$ cat config.mk
export PLATFORM = sky130hd
export DESIGN_NAME = inst_sequencer
export DESIGN_NICKNAME = d
export VERILOG_FILES = /design/src/rtl/inst_sequencer.sv
export SDC_FILE = /design/constraint.sdc
export NUM_CORES = 1
export LEC_CHECK = 0
export ABC_CLOCK_PERIOD_IN_PS = 4300
export BUFFER_PORTS_ARGS = -buffer_cell sky130_fd_sc_hd__buf_2
export CORE_MARGIN = 1.5
export CORE_UTILIZATION = 25
export CTS_CLUSTER_DIAMETER = 80
export DETAILED_ROUTE_END_ITERATION = 16
export HOLD_SLACK_MARGIN = 0.12
export SYNTH_ARGS = -nofsm -noshare
export SYNTH_HDL_FRONTEND = slang
export SYNTH_SLANG_ARGS = --single-unit
$ cat constraint.sdc
create_clock -name clk -period 4.3 [get_ports clk]
set_input_delay 0.645 -clock clk [delete_from_list [all_inputs] [get_ports clk]]
set_output_delay 0.645 -clock clk [all_outputs]
set_load 0.01 [all_outputs]
$ cat src/rtl/inst_sequencer.sv
// Program memory plus fetch FSM that issues 16-bit instructions in address order
// on a valid/ready stream. Issuing stops at the HALT opcode or at the end of memory.
//
// state | meaning
// IDLE  | out of reset, waiting for start
// RUN   | presenting instructions to the core
// DONE  | program ended (HALT or end of memory), waiting for start
module inst_sequencer #(
    parameter int          AW      = 4,
    parameter logic [3:0]  HALT_OP = 4'he,
    parameter int          CW      = 8
) (
    input  logic          clk,
    input  logic          rst_n,
    input  logic          prog_we,
    input  logic [AW-1:0] prog_addr,
    input  logic [15:0]   prog_data,
    input  logic          start,
    output logic [15:0]   inst,
    output logic          inst_valid,
    input  logic          inst_ready,
    output logic          busy,
    output logic          done,
    output logic [CW-1:0] issued
);

    typedef enum logic [1:0] {
        IDLE = 2'd0,
        RUN  = 2'd1,
        DONE = 2'd2
    } state_t;

    localparam int DEPTH = 2 ** AW;

    state_t        state;
    logic [AW-1:0] pc;
    logic [15:0]   mem [DEPTH];

    // Program memory has no reset so the loaded program survives rst_n.
    always_ff @(posedge clk) begin
        if (prog_we && (state != RUN)) begin
            mem[prog_addr] <= prog_data;
        end
    end

    // pc starts at 1 after start, so pc == 0 while running means the word just
    // presented came from the last address and the program has run off the end.
    always_ff @(posedge clk or negedge rst_n) begin
        if (!rst_n) begin
            state      <= IDLE;
            pc         <= '0;
            inst       <= 16'h0000;
            inst_valid <= 1'b0;
            busy       <= 1'b0;
            done       <= 1'b0;
            issued     <= '0;
        end else begin
            case (state)
                IDLE, DONE: begin
                    if (start) begin
                        issued <= '0;
                        pc     <= AW'(1);
                        if (mem[0][15:12] == HALT_OP) begin
                            state      <= DONE;
                            inst_valid <= 1'b0;
                            busy       <= 1'b0;
                            done       <= 1'b1;
                        end else begin
                            state      <= RUN;
                            inst       <= mem[0];
                            inst_valid <= 1'b1;
                            busy       <= 1'b1;
                            done       <= 1'b0;
                        end
                    end
                end
                RUN: begin
                    if (inst_valid && inst_ready) begin
                        if (issued != {CW{1'b1}}) begin
                            issued <= issued + CW'(1);
                        end
                        if ((pc == '0) || (mem[pc][15:12] == HALT_OP)) begin
                            state      <= DONE;
                            inst_valid <= 1'b0;
                            busy       <= 1'b0;
                            done       <= 1'b1;
                        end else begin
                            inst <= mem[pc];
                            pc   <= pc + AW'(1);
                        end
                    end
                end
                default: begin
                    state      <= IDLE;
                    inst_valid <= 1'b0;
                    busy       <= 1'b0;
                    done       <= 1'b0;
                end
            endcase
        end
    end

endmodule

==> summary.txt <==
Clock network
  – Clk buf depth: 3
  – CTS Hold Buffers Added: 0
  – CTS Sinks: 287
  – Post-CTS Setup Inserts: 0
  – Clk root buf: clkbuf_16
  – TritonCTS buffer count: 29
  – Post-CTS Resized: 0
  – TritonCTS clock tree: done
  – Clk slew on worst S/H paths: 0.06 ns
  – H-tree depth: 1
  – Worst-Skew Late Latency: 0.56 ns

Setup path
  – Reg2Reg Depth: 8
  – WS Path Type: reg2reg
  – Crit path DAT: 3.80 ns
  – CP startpoint kind: flip-flop
  – Critical Path Fanout Max: 26
  – R2r setup slk: 0.94 ns
  – Crit end category: flip-flop
  – R2R Path Start: pc[0]$_DFFE_PN0P_
  – Terminus of the critical flop-to-flop path: inst[1]$_DFFE_PN0P_
  – WP data required: 4.74 ns

Timing
  – RSZ-0062 raised after global routing: false
  – Final setup vio count: 0
  – Pins Over Slew Limit: 0
  – Worst slew margin: 18.5%
  – Post-route setup slack: 0.936 ns
  – Hold Violations, Final: 0
  – Min Clock Period, post-route: 3.36 ns
  – Setup TNS: 0 ns
  – Fmax: 0.297 GHz
  – Clk_skew: 0.0146 ns
  – Period utilisation layout: 78.2%
  – Least-Margin Pin Slew: 1.22 ns

Drt
  – Avg WL per Cell: 20.2 um
  – WL final: 25600 um
  – Initial DRC count: 462
  – Vias: 5603
  – Remaining DRCs: 0
  – Drt first pass iters: 5
  – Post-DRT Antenna Nets: 0
  – Via/cell ratio: 4.43

Pwr
  – Pwr dens: 585 mW/mm^2
  – Share of power burned in combinational logic: 23.7%
  – NetSw: 0.00218 W
  – Clock power share: 32.9%
  – Internal: 0.00570 W
  – P_leak: 4.55 nW
  – Register share of total power: 43.4%
  – Sw Share: 27.7%
  – VDD IR max: 0.000239 V

Placement
  – # port buffers: 51
  – DP Wirelength: 15900 um
  – Gpl congestion: 0.789
  – Pre-CTS setup slack: 0.909 ns

Synth
  – Synth async-reset ratio: 10.8%
  – Synth top area cells: edfxtp_1 (68%), mux4_2 (14%), dfrtp_1 (6.8%)
  – Top-count cell post-synth: edfxtp_1
  – Area share of the largest cell type after synthesis: 67.6%
  – Syn Area/Cell: 19.9 um^2
  – Post-synthesis register bit count: 287
  – Syn Inst Count: 571
  – Predominant post-synthesis flop cell: edfxtp_1
  – Yosys warnings: 0
  – Area of the mapped netlist: 0.0114 mm^2
  – Post-synth EDFFs: 256
  – Mapped Nets: 599
  – Top cell type by total area after synthesis: edfxtp_1
  – Synth unique cells: 44
  – Post-synthesis sequential area ratio: 74.4%
  – Post-synth top cells: edfxtp_1 (256), mux4_2 (71), nand2_1 (57)

GRT
  – Gr usage total: 11.0%
  – Antenna violations before repair: 2
  – First-pass GRT wire length: 38000 um
  – Pin count of the biggest net entering global routing: 32
  – Vias in the first global route: 5787
  – Total grt overflow: 0

Min path
  – Worst hold path class: in2async

Die
  – Initial Util: 25.6%
  – Die H: 216 um
  – Area of the core: 0.0445 mm^2
  – Die footprint: 0.0468 mm^2
  – Num rows: 77
  – I/O pins: 52
  – Die Wd: 216 um

Finish
  – Area grow syn2layout: 18.5%
  – Net count, final: 678
  – Ant diodes: 0
  – Layout cells sized above 1: 33.9%
  – Fillers: 4363

Run
  – Max-cap violations: 0

Run status
  – Status: completed
[state kept, by name, indices dropped and copies added, names as in the netlist]
name and flops:
mem 256, done 1, pc 4, issued 8
state 1, inst 16, busy 1
[per-stage QoR]
stage	utilization [%]	hold slack, ns	area, um^2	total power (W)	instances
finish	30.3	0.178	13500	0.00788	1265
global route	30.3	0.215	13500	0.00824	1265
CTS	30.3	0.193	13500	0.00800	1265
detailed placement	28.1	0.503	12500	0.00539	1211
global placement	28.1	0.498	12500	0.00537	1211
floorplan	-	0.349	11400	0.00481	571
[layer usage]
layer / GRT usage, % / up-vias / share of wire (%) / wire (um)
met2: 17.7 / 172 / 48 / 12200
met3: 2.65 / 39 / 7.8 / 1980
met5: 0 / - / 0.12 / 31
met4: 2.18 / 4 / 1.5 / 378
li1: - / 2481 / - / -
met1: 15.2 / 2907 / 43 / 11000
[cells by family (layout without fill, tap and decap cells)]
kind of cell    Yosys count  in the layout  share of synthesized area, %
fa+ha+maj                 3              3                         0.330
compound gates           41             41                          2.76
simple gates            102            102                          3.78
mux                     102            102                          17.3
xor+xnor                  2              2                         0.154
flops                   287            287                          74.4
buf+inv                  34            136                          1.30
[power by group through the flow]
stage | Clock, W | Sequential (W) | Combinational [W]
after detailed placement | 0 | 0.00349 | 0.00190
final | 0.00259 | 0.00342 | 0.00187
after floorplan | 0 | 0.00338 | 0.00143
after global routing | 0.00276 | 0.00345 | 0.00203
after CTS | 0.00267 | 0.00343 | 0.00190
after global placement | 0 | 0.00348 | 0.00188
[placed cells by master (no fill, tap or decap), types with 3 or more instances in the layout]
master and instances:
mux2i_1 15, nand2b_1 4, edfxtp_1 256, nor2_1 8, bufinv_16 4, a21oi_1 4, nand3_1 6, o21ai_0 10
buf_4 24, mux4_2 71, nor2_2 13, clkinv_1 3, clkbuf_8 4, ha_1 3, inv_1 6, nor3_2 4
clkbuf_16 29, buf_2 51, nand2_1 57, clkbuf_1 8, a221oi_1 6, mux2_4 9, dfrtp_1 29, mux2_2 7
[cell type report]
class                      count  area, um^2  area share, %
timing repair buffer          75         435           3.23
clock inverter                13         181           1.35
multi-input combinational    250        2820           20.9
sequential                   287        8470           62.8
tap                          592         741           5.50
clock buffer                  41         811           6.02
inverter                       7        26.3          0.195
[worst max-delay path, stage by stage, from the launching register on]
cell and delay, ns:
dfrtp_4 0.71, buf_4 0.44, mux4_2 0.55, a22oi_1 0.24, a21boi_1 0.14, a221oi_4 0.42, o21ai_4 0.14, buf_4 0.26
mux2_4 0.32
[how the worst max path moves through the flow]
| stage | endpoint | start | slack (ns) | cells after the start |
|---|---|---|---|---|
| global placement | inst[3]$_DFFE_PN0P_ | pc[0]$_DFFE_PN0P_ | 0.95 | 8 |
| floorplan | inst[0]$_DFFE_PN0P_ | pc[1]$_DFFE_PN0P_ | 1.29 | 10 |
| finish | inst[1]$_DFFE_PN0P_ | pc[0]$_DFFE_PN0P_ | 0.94 | 8 |
| detailed placement | inst[4]$_DFFE_PN0P_ | pc[0]$_DFFE_PN0P_ | 0.91 | 8 |
| global route | inst[6]$_DFFE_PN0P_ | pc[1]$_DFFE_PN0P_ | 0.77 | 8 |
| CTS | inst[3]$_DFFE_PN0P_ | pc[0]$_DFFE_PN0P_ | 0.90 | 8 |
Power figures use the tool's default switching activity.
